[config.mk]
export PLATFORM = sky130hd
export DESIGN_NAME = rst_mgr
export DESIGN_NICKNAME = d
export VERILOG_FILES = /design/src/rtl/rst_mgr.sv
export SDC_FILE = /design/constraint.sdc
export NUM_CORES = 1
export LEC_CHECK = 0
export BUFFER_PORTS_ARGS = -buffer_cell sky130_fd_sc_hd__buf_2
export CORE_ASPECT_RATIO = 0.5
export CORE_UTILIZATION = 50
export DETAILED_ROUTE_END_ITERATION = 8
export PLACE_DENSITY = 0.67
export SLEW_MARGIN = 20
export SYNTH_ARGS = -nofsm -noshare
export SYNTH_HDL_FRONTEND = slang
export SYNTH_SLANG_ARGS = --single-unit
[constraint.sdc]
create_clock -name clk -period 2.95 [get_ports clk]
set_input_delay 0.295 -clock clk [delete_from_list [all_inputs] [get_ports clk]]
set_output_delay 0.295 -clock clk [all_outputs]
set_load 0.1 [all_outputs]
[src/rtl/rst_mgr.sv]
// ---------------------------------------------------------------------------
// rst_mgr
//
// Reset manager. It gathers the reset sources (board reset, push-button,
// software request and CPU trap), holds every reset domain asserted for a
// fixed time, and then releases the domains one at a time in index order.
//
// Ports
//   clk          : sole clock, all state changes on its rising edge
//   rst          : board / power-on reset, synchronous, active-high
//   ext_rst_req  : asynchronous push-button request, active-high level
//   sw_rst_req   : single-cycle software reset request
//   trap         : CPU trap flag, its rising edge requests a reset
//   trap_rst_en  : enables trap-triggered resets
//   rst_out      : active-high reset per domain, bit 0 released first
//   rst_cause    : last reset source (0 rst, 1 ext, 2 trap, 3 sw)
//   ready        : high once every rst_out bit is deasserted
// ---------------------------------------------------------------------------
module rst_mgr #(
    parameter int N_RST       = 2,
    parameter int CNT_W       = 16,
    parameter int HOLD_CYCLES = 65535,
    parameter int STAGGER     = 16,
    parameter int SYNC_STAGES = 2
) (
    input  logic             clk,
    input  logic             rst,
    input  logic             ext_rst_req,
    input  logic             sw_rst_req,
    input  logic             trap,
    input  logic             trap_rst_en,
    output logic [N_RST-1:0] rst_out,
    output logic [1:0]       rst_cause,
    output logic             ready
);

    localparam int IDX_W = (N_RST > 1) ? $clog2(N_RST) : 1;

    localparam logic [CNT_W-1:0] HOLD_LOAD = CNT_W'(HOLD_CYCLES - 1);
    localparam logic [CNT_W-1:0] STAG_LOAD = CNT_W'(STAGGER - 1);
    localparam logic [IDX_W-1:0] LAST_IDX  = IDX_W'(N_RST - 1);

    typedef enum logic [1:0] {
        HOLD    = 2'd0,
        RELEASE = 2'd1,
        RUN     = 2'd2
    } state_t;

    state_t                 state;
    logic [CNT_W-1:0]       hcnt;
    logic [CNT_W-1:0]       scnt;
    logic [IDX_W-1:0]       idx;

    logic [SYNC_STAGES-1:0] sync_q;
    logic                   ext_s;
    logic                   trap_q;
    logic                   trap_req;
    logic                   req;

    // The push-button is asynchronous, so it is brought into the clock
    // domain through a plain flop chain before anything looks at it.
    always_ff @(posedge clk) begin
        if (rst) begin
            sync_q <= '0;
        end else begin
            sync_q <= {sync_q[SYNC_STAGES-2:0], ext_rst_req};
        end
    end

    assign ext_s = sync_q[SYNC_STAGES-1];

    // Delayed copy of trap, used to act only on its rising edge so that a
    // trap flag left high produces a single reset event.
    always_ff @(posedge clk) begin
        if (rst) begin
            trap_q <= 1'b0;
        end else begin
            trap_q <= trap;
        end
    end

    assign trap_req = trap_rst_en & trap & ~trap_q;
    assign req      = ext_s | sw_rst_req | trap_req;

    // Main sequencer. Any request restarts the hold period from the top,
    // which also means a held ext_s keeps reloading the hold counter and
    // the countdown only begins once it drops. Bits are only ever cleared
    // one at a time in index order and are only set again all together.
    always_ff @(posedge clk) begin
        if (rst) begin
            state     <= HOLD;
            hcnt      <= HOLD_LOAD;
            scnt      <= '0;
            idx       <= '0;
            rst_out   <= '1;
            ready     <= 1'b0;
            rst_cause <= 2'd0;
        end else if (req) begin
            state   <= HOLD;
            hcnt    <= HOLD_LOAD;
            rst_out <= '1;
            ready   <= 1'b0;
            if (ext_s) begin
                rst_cause <= 2'd1;
            end else if (trap_req) begin
                rst_cause <= 2'd2;
            end else begin
                rst_cause <= 2'd3;
            end
        end else begin
            case (state)
                HOLD: begin
                    if (hcnt != '0) begin
                        hcnt <= hcnt - CNT_W'(1);
                    end else begin
                        rst_out[0] <= 1'b0;
                        if (N_RST == 1) begin
                            state <= RUN;
                            ready <= 1'b1;
                        end else begin
                            state <= RELEASE;
                            idx   <= IDX_W'(1);
                            scnt  <= STAG_LOAD;
                        end
                    end
                end
                RELEASE: begin
                    if (scnt != '0) begin
                        scnt <= scnt - CNT_W'(1);
                    end else begin
                        rst_out[idx] <= 1'b0;
                        if (idx == LAST_IDX) begin
                            state <= RUN;
                            ready <= 1'b1;
                        end else begin
                            idx  <= idx + IDX_W'(1);
                            scnt <= STAG_LOAD;
                        end
                    end
                end
                RUN: begin
                    state <= RUN;
                end
                default: begin
                    state <= HOLD;
                end
            endcase
        end
    end

endmodule
==> out/metrics.csv, run 1 <==
stage,metric,value,unit
run_status,status,finished clean,
floorplanning,rows,16,
cells_and_area,layout.nets,276,
cells_and_area,final_cell_mix,"dfxtp_1 (43), nand2_1 (25), nor2_1 (20), nor3_1 (15)",
placement,placed_area,2280,um2
cells_and_area,nFillCells,363,
detailed_routing,vias,1922,
synth,syn_inst,254,
cts,clockRootBuffer,clkbuf_8,
synth,syn_area,2160,um2
floorplanning,core,4020,um2
synth,yosysSeqAreaShare,0.398,
sta,period_needed,2.36,ns
floorplanning,die_area,4610,um2
detailed_routing,top_layer_used,met4,
synth,synth.distinct_cells,49,
placement,hpwl,3.44,mm
cts,cts-resized-gates,0,
global_route,grt_pass1_wl,8.45,mm
pwr,leakage,0.819,nW
cts,cts.path.max_buffers,2,
sta,fmax,423,MHz
synth,ys_ff_latch,43,
sta,rsz0062_at_grt,no,
sta,fin_skew,0.00560,ns
cts,cts_inserted_buffers,5,
global_route,antenna_found_initial,0,
detailed_routing,drt-total-wl,4.75,mm
synth,synth_edf_count,0,
critical_path,startpoint_type,flop,
cts,clk_pin_slew,0.08,ns
cts,htree_levels,2,
critical_path,r2r_slack,0.59,ns
cts,clk_latency,0.29,ns
synth,synth_warnings,0,
cts,cts_setup_buffers,0,
critical_path,critPathLaunch,hcnt[0]$_SDFFE_PP0P_,
sta,worstMarginPinSlew,0.740,ns
synth,syn-num-nets,264,
cells_and_area,final_common_cell,dfxtp_1,
cts,cts.sinks,43,
synth,synth_area_per_cell,8.52,um2
sta,hold_viol_final,0,
detailed_routing,wl_met1,2.37,mm
cts,holdBufCountCts,0,
global_route,grtUsageTotal,0.232,
critical_path,r2r_cells,7,
cts,cts_tree,done,
min_path,hp-class,primary input to flop,
pwr,power_density,433,nW/um2
global_route,grt_max_degree,19,
detailed_routing,vias_per_cell,5.99,
detailed_routing,drtIter0Drc,78,
critical_path,crit_required,3.09,ns
critical_path,crit_type,flop to flop,
critical_path,rr_endpoint,scnt[4]$_SDFFE_PP0P_,
cells_and_area,fin_area,2370,um2
sta,setup_tns,0,ns
global_route,grt.overflow.total,0,
detailed_routing,final_antenna_net_count,0,
sta,slew_headroom,0.504,
global_route,first_global_vias,1812,
critical_path,worstPathMaxFanout,9,
floorplanning,start_util,0.538,
cells_and_area,drive_gt1_frac,0.127,
placement,routabilityCongestion,0.853,
floorplanning,dieWidth,95.1,um
pwr,vdd_ir_drop_max,209,uV
job,cap_violations,0,
cells_and_area,syn_to_final_growth,9.42,%
sta,final-setup-viol-count,0,
cells_and_area,antenna_cells,0,
synth,synth_flop_cell,dfxtp_1,
critical_path,reg2reg_from,hcnt[0]$_SDFFE_PP0P_,
detailed_routing,drt_first_pass_iters,4,
critical_path,worstSetupEndpointType,flop,
sta,drv_slew,0,
detailed_routing,wl_met3,268,um
critical_path,critPathCapture,scnt[4]$_SDFFE_PP0P_,
sta,post-route-period-util,0.801,
detailed_routing,dr_wl_met2,2.07,mm
placement,io_buffers,10,
floorplanning,io_pins,11,
synth,async_flop_share,0,
floorplanning,die_h,48.5,um
detailed_routing,post_drt_wl_per_cell,14.8,um
detailed_routing,drc_errors,0,
critical_path,arrival,2.50,ns
routing by layer:
layer,up-vias,track usage
met2,48,0.342
met4,0,0.0581
met1,889,0.335
met5,-,0
li1,978,-
met3,7,0.0597
through the flow:
stage	power [mW]	worst slack, ns	hold WS, ns	utilization	std cells
after floorplan	0.656	0.858	0.414	-	254
after global placement	0.671	0.694	0.421	0.567	313
after detailed placement	0.672	0.623	0.429	0.567	313
after CTS	1.04	0.613	0.211	0.589	321
after global routing	1.07	0.346	0.249	0.589	321
final	1.03	0.586	0.216	0.589	321
synthesized netlist by cell type, types with 2 or more instances:
master | count | share of area
o31ai_1 | 2 | 0.0069
mux2i_1 | 2 | 0.0092
a211oi_2 | 2 | 0.012
nor4_2 | 2 | 0.012
nand3_1 | 10 | 0.023
and3_1 | 2 | 0.0058
nor2_1 | 20 | 0.035
nor3b_1 | 3 | 0.010
nor3_1 | 15 | 0.035
a311oi_1 | 3 | 0.012
xnor2_1 | 6 | 0.024
nor2b_1 | 3 | 0.0087
nand2b_1 | 3 | 0.0087
nor4_1 | 11 | 0.032
clkbuf_1 | 8 | 0.014
inv_1 | 10 | 0.017
a41oi_1 | 2 | 0.0081
or3_1 | 3 | 0.0087
o21a_1 | 2 | 0.0069
o211ai_1 | 3 | 0.010
a21oi_1 | 12 | 0.028
or3_2 | 2 | 0.0069
ha_1 | 4 | 0.023
nand2_1 | 25 | 0.043
o21ai_0 | 5 | 0.012
or4_1 | 5 | 0.017
xor2_1 | 8 | 0.032
a31oi_1 | 12 | 0.035
dfxtp_1 | 43 | 0.40
or4_4 | 2 | 0.010
nand4_1 | 6 | 0.017
cells by family (layout without fill, tap and decap cells):
kind of cell | after synthesis | count (layout) | share of synthesized area
xor gates and xnor gates | 14 | 14 | 0.0566
and+or+nand+nor | 119 | 119 | 0.300
buffers and inverters | 19 | 32 | 0.0335
AOI/OAI and AO/OA | 53 | 53 | 0.180
DFF | 43 | 43 | 0.398
muxes | 2 | 2 | 0.00925
adders and majority gates | 4 | 4 | 0.0231
area by class of cell:
class | instances | area, um2 | area share
clock inverters | 2 | 12.5 | 0.00528
inverters | 10 | 37.5 | 0.0158
well taps | 54 | 67.6 | 0.0285
flip-flops and latches | 43 | 861 | 0.363
multi-input cells | 192 | 1240 | 0.522
repair buffers | 14 | 80.1 | 0.0338
clock buffers | 6 | 72.6 | 0.0306
sequential cells by signal, summed over array words and instances (netlist names):
name / cells
scnt: 16
sync_q: 2
hcnt: 16
rst_out: 2
ready: 1
state: 2
rst_cause: 2
trap_q: 1
idx: 1
worst min-delay path by stage:
| stage | start | end | slack [ns] | cells after the start |
|---|---|---|---|---|
| 2_1_floorplan | sync_q[0]$_SDFF_PP0_ | sync_q[1]$_SDFF_PP0_ | 0.41 | 1 |
| 3_3_place_gp | sync_q[0]$_SDFF_PP0_ | sync_q[1]$_SDFF_PP0_ | 0.42 | 1 |
| 3_5_place_dp | sync_q[0]$_SDFF_PP0_ | sync_q[1]$_SDFF_PP0_ | 0.43 | 1 |
| 4_1_cts | ext_rst_req | sync_q[0]$_SDFF_PP0_ | 0.21 | 2 |
| 5_1_grt | trap | trap_q$_SDFF_PP0_ | 0.25 | 2 |
| 6_report | ext_rst_req | sync_q[0]$_SDFF_PP0_ | 0.22 | 2 |
worst max-delay path: stages, from the launching register on:
cell	delay, ns
dfxtp_1	0.32
inv_1	0.08
ha_1	0.24
nor3b_1	0.25
and4_1	0.32
mux2i_1	0.16
o21ai_1	0.64
a31oi_1	0.19
power by group:
part | internal, mW | total, mW | leakage, nW | switching [mW]
Sequential | 0.587 | 0.591 | 0.349 | 0.00459
Clock | 0.166 | 0.367 | 0.0412 | 0.201
Combinational | 0.0192 | 0.0672 | 0.429 | 0.0479
Total | 0.772 | 1.03 | 0.819 | 0.253
No activity file was read; power rests on OpenSTA's default activity.
==> run 2: changes to the inputs <==
ABC_AREA = 1   (was default)
PLACE_DENSITY = 0.7   (was 0.67)
clock period = 2.1 ns   (was 2.95 ns; I/O delays follow)
==> run 2 against run 1 <==
  * Total power is 52% higher
  * Cell count up 34%
  * Wire length is 2.5% lower
  * Register-to-register slack got worse by 0.38 ns
  * Critical endpoint is now scnt[15]$_SDFFE_PP0P_
==> out/metrics.csv, run 2 <==
stage,metric,value,unit,change
placement,routabilityCongestion,0.855,,was 0.853
critical_path,reg2reg_from,scnt[0]$_SDFFE_PP0P_,,was hcnt[0]$_SDFFE_PP0P_
cells_and_area,drive_gt1_frac,0.107,,was 0.127
synth,synth_area_leaders,"dfxtp_1 (37%), nand2_1 (14%), nor2_1 (11%), inv_1 (7.3%), nand3_1 (5.8%)",,"was dfxtp_1 (40%), nand2_1 (4.3%), a31oi_1 (3.5%), nor2_1 (3.5%), nor3_1 (3.5%)"
pwr,seqPwrFrac,0.532,,was 0.577
sta,setup_tns,0,ns,unchanged
synth,yosysTopAreaCell,dfxtp_1,,unchanged
sta,post-route-period-util,0.903,,was 0.801
synth,synth_edf_count,0,,unchanged
critical_path,critPathLaunch,scnt[0]$_SDFFE_PP0P_,,was hcnt[0]$_SDFFE_PP0P_
detailed_routing,drc_errors,0,,unchanged
critical_path,cpLargestDelayFamily,simple AND/OR/NAND/NOR gates,,was compound AO/OA/AOI/OAI gates
detailed_routing,final_antenna_net_count,0,,unchanged
pwr,p_comb_frac,0.051,,was 0.066
min_path,min_path_cells,3,,was 2
floorplanning,io_pins,11,,unchanged
min_path,min_from,ext_rst_req,,unchanged
critical_path,r2r_slack,0.20,ns,was 0.59 ns
floorplanning,start_util,0.523,,was 0.538
synth,yosysSeqAreaShare,0.372,,was 0.398
sta,period_needed,1.90,ns,was 2.36 ns
detailed_routing,drt_first_pass_iters,5,,was 4
cells_and_area,syn_to_final_growth,10.1,%,was 9.42%
critical_path,startpoint_type,flop,,unchanged
floorplanning,die_h,50.1,um,was 48.5 um
synth,syn_area,2310,um2,was 2160 um2
sta,fin_skew,0.00372,ns,was 0.00560 ns
sta,hold_viol_final,0,,unchanged
critical_path,rr_endpoint,scnt[15]$_SDFFE_PP0P_,,was scnt[4]$_SDFFE_PP0P_
cts,clockRootBuffer,clkbuf_8,,unchanged
detailed_routing,drtIter0Drc,108,,was 78
synth,synth.top_cell.area_share,0.372,,was 0.398
synth,synthMostInstantiatedCell,nand2_1,,was dfxtp_1
detailed_routing,vias,2142,,was 1922
critical_path,worstPathCellList,inv_1 > ha_1 > nand2_1 > nor2_2 > nand2_2 > nand2_1 > nand2_1 > nor2_1 > nor2_2 > inv_2 > nor2_1,,was inv_1 > ha_1 > nor3b_1 > and4_1 > mux2i_1 > o21ai_1 > a31oi_1
cts,htree_levels,2,,unchanged
critical_path,worstSetupEndpointType,flop,,unchanged
pwr,p_switching,0.356,mW,was 0.253 mW
floorplanning,rows,17,,was 16
pwr,clkPwrFrac,0.417,,was 0.358
pwr,leakage,1.13,nW,was 0.819 nW
cts,cts_inserted_buffers,5,,unchanged
global_route,first_global_vias,1882,,was 1812
min_path,min_to,sync_q[0]$_SDFF_PP0_,,unchanged
critical_path,arrival,2.09,ns,was 2.50 ns
detailed_routing,vias_per_cell,4.97,,was 5.99
critical_path,crit_buf_inv,2,,was 1
pwr,vdd_ir_drop_max,264,uV,was 209 uV
placement,placed_area,2420,um2,was 2280 um2
floorplanning,die_area,4920,um2,was 4610 um2
synth,async_flop_share,0,,unchanged
cts,cts.sinks,43,,unchanged
pwr,p_int,1.20,mW,was 0.772 mW
pwr,power_density,610,nW/um2,was 433 nW/um2
placement,hpwl,3.41,mm,was 3.44 mm
cts,clk_latency,0.29,ns,about the same
floorplanning,core,4420,um2,was 4020 um2
job,cap_violations,0,,unchanged
synth,synthTopCellsByCount,"nand2_1 (87), nor2_1 (68), inv_1 (45), dfxtp_1 (43), nand3_1 (27)",,"was dfxtp_1 (43), nand2_1 (25), nor2_1 (20), nor3_1 (15)"
sta,worst_slack,0.204,ns,was 0.586 ns
cells_and_area,fin_area,2550,um2,was 2370 um2
synth,synth_area_per_cell,6.46,um2,was 8.52 um2
critical_path,crit_required,2.29,ns,was 3.09 ns
cells_and_area,final_cell_mix,"nand2_1 (87), nor2_1 (68), inv_1 (45), dfxtp_1 (43), nand3_1 (27)",,"was dfxtp_1 (43), nand2_1 (25), nor2_1 (20), nor3_1 (15)"
sta,worstMarginPinSlew,0.484,ns,was 0.740 ns
cts,cts_tree,done,,unchanged
critical_path,cp_common_cell,nand2_1,,
synth,syn-num-nets,368,,was 264
detailed_routing,drt-total-wl,4.63,mm,was 4.75 mm
global_route,grt_pass1_wl,8.02,mm,was 8.45 mm
critical_path,critPathMaxStageDelay,0.33,ns,was 0.64 ns
cells_and_area,final_common_cell,nand2_1,,was dfxtp_1
critical_path,crit_type,flop to flop,,unchanged
cells_and_area,reg.largest.list,"hcnt (16), scnt (16)",,unchanged
cells_and_area,layout.nets,383,,was 276
floorplanning,dieWidth,98.2,um,was 95.1 um
pwr,swShare,0.229,,was 0.247
sta,fmax,527,MHz,was 423 MHz
synth,synth_warnings,0,,unchanged
sta,slew_headroom,0.680,,was 0.504
synth,syn_inst,358,,was 254
run_status,status,finished clean,,unchanged
sta,final-setup-viol-count,0,,unchanged
critical_path,cp_slowest_cell,dfxtp_1,,was o21ai_1
cells_and_area,antenna_cells,0,,unchanged
detailed_routing,post_drt_wl_per_cell,10.7,um,was 14.8 um
synth,synth_flop_cell,dfxtp_1,,unchanged
cts,clk_pin_slew,0.08,ns,about the same
critical_path,worstPathMaxFanout,6,,was 9
global_route,grt.overflow.total,0,,unchanged
synth,ys_ff_latch,43,,unchanged
cts,cts.path.max_buffers,2,,unchanged
sta,drv_slew,0,,unchanged
min_path,hp-class,primary input to flop,,unchanged
cells_and_area,utilization,0.576,,was 0.589
sta,rsz0062_at_grt,no,,unchanged
global_route,grtUsageTotal,0.204,,was 0.232
placement,io_buffers,10,,unchanged
synth,synth.distinct_cells,29,,was 49
critical_path,r2r_cells,11,,was 7
global_route,antenna_found_initial,0,,unchanged
placement,dp_slack,0.182,ns,was 0.623 ns
global_route,grt_max_degree,21,,was 19
run 2: routing by layer:
metal  up-vias  wire (um)  GRT usage  share of wire
li1       1159          -          -              -
met1       948       2350      0.256           0.51
met2        29       2050      0.353           0.44
met3         6        176     0.0511          0.038
met4         0         47     0.0522          0.010
met5         -          0          0              0
run 2: cell families (layout without fill, tap and decap cells):
group,count (synthesis),after routing,synth area share
and+or+nand+nor,214,215,0.402
buffers and inverters,55,70,0.0973
DFF,43,43,0.372
AOI/OAI and AO/OA,36,36,0.0844
xor gates and xnor gates,6,6,0.0227
adders and majority gates,4,4,0.0216
run 2: worst max path at each step:
stage	to	slack [ns]	depth (start not counted)
global placement	scnt[14]$_SDFFE_PP0P_	0.22	10
global route	scnt[14]$_SDFFE_PP0P_	0.01	11
floorplan	scnt[12]$_SDFFE_PP0P_	0.55	11
CTS	scnt[14]$_SDFFE_PP0P_	0.16	11
detailed placement	scnt[14]$_SDFFE_PP0P_	0.18	11
finish	scnt[15]$_SDFFE_PP0P_	0.20	11
run 2: power groups by stage:
stage               combinational (mW)  sequential [mW]  clock [mW]
CTS                             0.0775            0.827       0.660
global route                    0.0875            0.828       0.699
finish                          0.0786            0.827       0.648
global placement                0.0760            0.846           0
floorplan                       0.0344            0.869           0
detailed placement              0.0775            0.847           0
run 2: what timing repair did:
action | in CTS | in global routing
resized for setup | 0 | 1
setup buffers | 0 | 0
hold buffers | 0 | 0
setup endpoints to repair | 0 | 5
run 2: layout make-up:
type | count | area [um2]
fill | 424 | 1880
clock inverter | 3 | 43.8
inverter | 48 | 183
sequential | 43 | 861
timing repair buffer | 14 | 80.1
clock buffer | 5 | 68.8
tap | 57 | 71.3
multi-input combinational | 261 | 1240
run 2: metrics by stage:
step           hold WS [ns]  instances  power (mW)
3_5_place_dp          0.395        422       0.924
3_3_place_gp          0.394        422       0.922
4_1_cts               0.116        430        1.57
2_1_floorplan         0.317        358       0.904
6_report              0.121        431        1.55
5_1_grt               0.143        431        1.62
run 2: worst reg2reg max path, cell delays in order (launching register included):
cell	delay, ns
dfxtp_1	0.33
inv_1	0.12
ha_1	0.23
nand2_1	0.13
nor2_2	0.20
nand2_2	0.13
nand2_1	0.15
nand2_1	0.13
nor2_1	0.15
nor2_2	0.08
inv_2	0.10
nor2_1	0.05
==> run 3: changes to the inputs <==
CORE_UTILIZATION = 40   (was 50)
PLACE_DENSITY = default   (was 0.7)
==> run 3 against run 2 <==
  * Design area rose by 1.6%
  * Cell count rose by 3.7%
  * Hold slack improved by 0.0035 ns
  * Critical path type unchanged
  * Maximum frequency fell by 0.72%
  * Largest cell class unchanged
==> out/metrics.csv, run 3 (synthesized netlist as in run 2, its figures left out) <==
stage,metric,value,unit,change
cts,cts.path.max_buffers,2,,unchanged
pwr,swShare,0.221,,was 0.229
cts,clockRootBuffer,clkbuf_16,,was clkbuf_8
detailed_routing,final_antenna_net_count,0,,unchanged
floorplanning,rows,19,,was 17
job,cap_violations,0,,unchanged
run_status,status,finished clean,,unchanged
pwr,leakage,1.14,nW,was 1.13 nW
floorplanning,die_h,55.8,um,was 50.1 um
sta,worstMarginPinSlew,0.488,ns,was 0.484 ns
detailed_routing,drtIter0Drc,75,,was 108
cells_and_area,utilization,0.469,,was 0.576
cts,clk_pin_slew,0.06,ns,was 0.08 ns
cts,cts.sinks,43,,unchanged
pwr,clkPwrFrac,0.449,,was 0.417
cells_and_area,nFillCells,561,,was 424
cells_and_area,final_common_cell,nand2_1,,unchanged
floorplanning,core,5520,um2,was 4420 um2
sta,fin_skew,0.00532,ns,was 0.00372 ns
cells_and_area,layout.nets,383,,unchanged
critical_path,worstPathMaxFanout,10,,was 6
sta,final-setup-viol-count,0,,unchanged
sta,hold_viol_final,0,,unchanged
cts,cts-resized-gates,0,,unchanged
global_route,grt.overflow.total,0,,unchanged
cts,htree_levels,2,,unchanged
cells_and_area,final_cell_mix,"nand2_1 (87), nor2_1 (68), inv_1 (45), dfxtp_1 (43), nand3_1 (27)",,unchanged
sta,post-route-period-util,0.909,,was 0.903
pwr,p_int,1.28,mW,was 1.20 mW
cts,holdBufCountCts,0,,unchanged
pwr,p_comb_frac,0.048,,was 0.051
placement,hpwl,3.45,mm,was 3.41 mm
cts,cts_tree,done,,unchanged
placement,io_buffers,10,,unchanged
detailed_routing,drc_errors,0,,unchanged
critical_path,startpoint_type,flop,,unchanged
critical_path,crit_required,2.28,ns,was 2.29 ns
placement,routabilityCongestion,0.861,,was 0.855
cells_and_area,multi_input_area,1230,um2,was 1240 um2
cells_and_area,drive_gt1_frac,0.102,,was 0.107
global_route,grt_pass1_wl,8.40,mm,was 8.02 mm
global_route,grt_max_degree,21,,unchanged
floorplanning,io_pins,11,,unchanged
global_route,grtUsageTotal,0.174,,was 0.204
pwr,vdd_ir_drop_max,285,uV,was 264 uV
cells_and_area,register_area,861,um2,unchanged
critical_path,crit_type,flop to flop,,unchanged
cells_and_area,syn_to_final_growth,11.8,%,was 10.1%
sta,slew_headroom,0.677,,was 0.680
critical_path,worstSetupEndpointType,flop,,unchanged
floorplanning,dieWidth,110,um,was 98.2 um
detailed_routing,vias,2145,,was 2142
cells_and_area,reg.largest.list,"hcnt (16), scnt (16)",,unchanged
pwr,p_switching,0.364,mW,was 0.356 mW
global_route,first_global_vias,1935,,was 1882
floorplanning,start_util,0.419,,was 0.523
sta,setup_tns,0,ns,unchanged
pwr,seqPwrFrac,0.503,,was 0.532
sta,fmax,524,MHz,was 527 MHz
cts,cts_inserted_buffers,5,,unchanged
global_route,antenna_found_initial,0,,unchanged
cells_and_area,antenna_cells,0,,unchanged
sta,period_needed,1.91,ns,was 1.90 ns
cts,clk_latency,0.28,ns,was 0.29 ns
floorplanning,die_area,6110,um2,was 4920 um2
sta,drv_slew,0,,unchanged
detailed_routing,drt_first_pass_iters,4,,was 5
pwr,power_density,637,nW/um2,was 610 nW/um2
min_path,hp-class,primary input to flop,,unchanged
detailed_routing,drt-total-wl,4.81,mm,was 4.63 mm
detailed_routing,post_drt_wl_per_cell,10.8,um,was 10.7 um
critical_path,arrival,2.08,ns,was 2.09 ns
detailed_routing,vias_per_cell,4.80,,was 4.97
sta,rsz0062_at_grt,no,,unchanged
[run 3: worst paths after layout]
kind / start / end / slack [ns] / cells after the start
max: scnt[0]$_SDFFE_PP0P_ / scnt[8]$_SDFFE_PP0P_ / 0.19 / 10
min: ext_rst_req / sync_q[0]$_SDFF_PP0_ / 0.12 / 3
max reg2reg: scnt[0]$_SDFFE_PP0P_ / scnt[8]$_SDFFE_PP0P_ / 0.19 / 10
min reg2reg: sync_q[0]$_SDFF_PP0_ / sync_q[1]$_SDFF_PP0_ / 0.41 / 2
[run 3: area by class of cell]
cell class | instances | share of cell area
multi-input combinational | 261 | 0.477
sequential | 43 | 0.333
inverter | 48 | 0.0706
clock buffer | 7 | 0.0513
tap | 73 | 0.0353
timing repair buffer | 14 | 0.0310
clock inverter | 1 | 0.00194
[run 3: timing repair]
item,CTS,global route
hold endpoints to repair,0,0
buffers inserted,0,0
endpoints found under the setup margin,0,4
[run 3: metrics by stage]
stage	setup slack [ns]	hold slack [ns]	cell area (um2)	std cells	total power, mW
after floorplan	0.546	0.317	2310	358	0.904
after global placement	0.191	0.393	2440	438	0.922
after detailed placement	0.177	0.398	2440	438	0.924
after CTS	0.173	0.123	2580	446	1.67
after global routing	0.0329	0.146	2590	447	1.71
final	0.190	0.124	2590	447	1.65
[run 3: worst max-delay path, stage by stage, from the launching register on]
cell	delay, ns
dfxtp_1	0.34
inv_1	0.09
ha_1	0.25
nand2_1	0.15
nor2_1	0.07
nand3_1	0.19
nand2_2	0.13
nor2_2	0.35
nand3_1	0.11
nand2_1	0.08
nor2_1	0.04
[run 3: power by group through the flow]
stage,combinational (mW),clock [mW],sequential [mW]
after detailed placement,0.0778,0,0.846
after global routing,0.0872,0.789,0.829
after floorplan,0.0344,0,0.869
final,0.0792,0.741,0.828
after global placement,0.0762,0,0.846
after CTS,0.0783,0.766,0.828
[run 3: layer usage]
metal / share of wire / track usage / up-vias
met1: 0.52 / 0.230 / 970
li1: - / - / 1154
met3: 0.025 / 0.0386 / 4
met2: 0.45 / 0.278 / 17
met4: 0.011 / 0.0629 / 0
met5: 0 / 0 / -
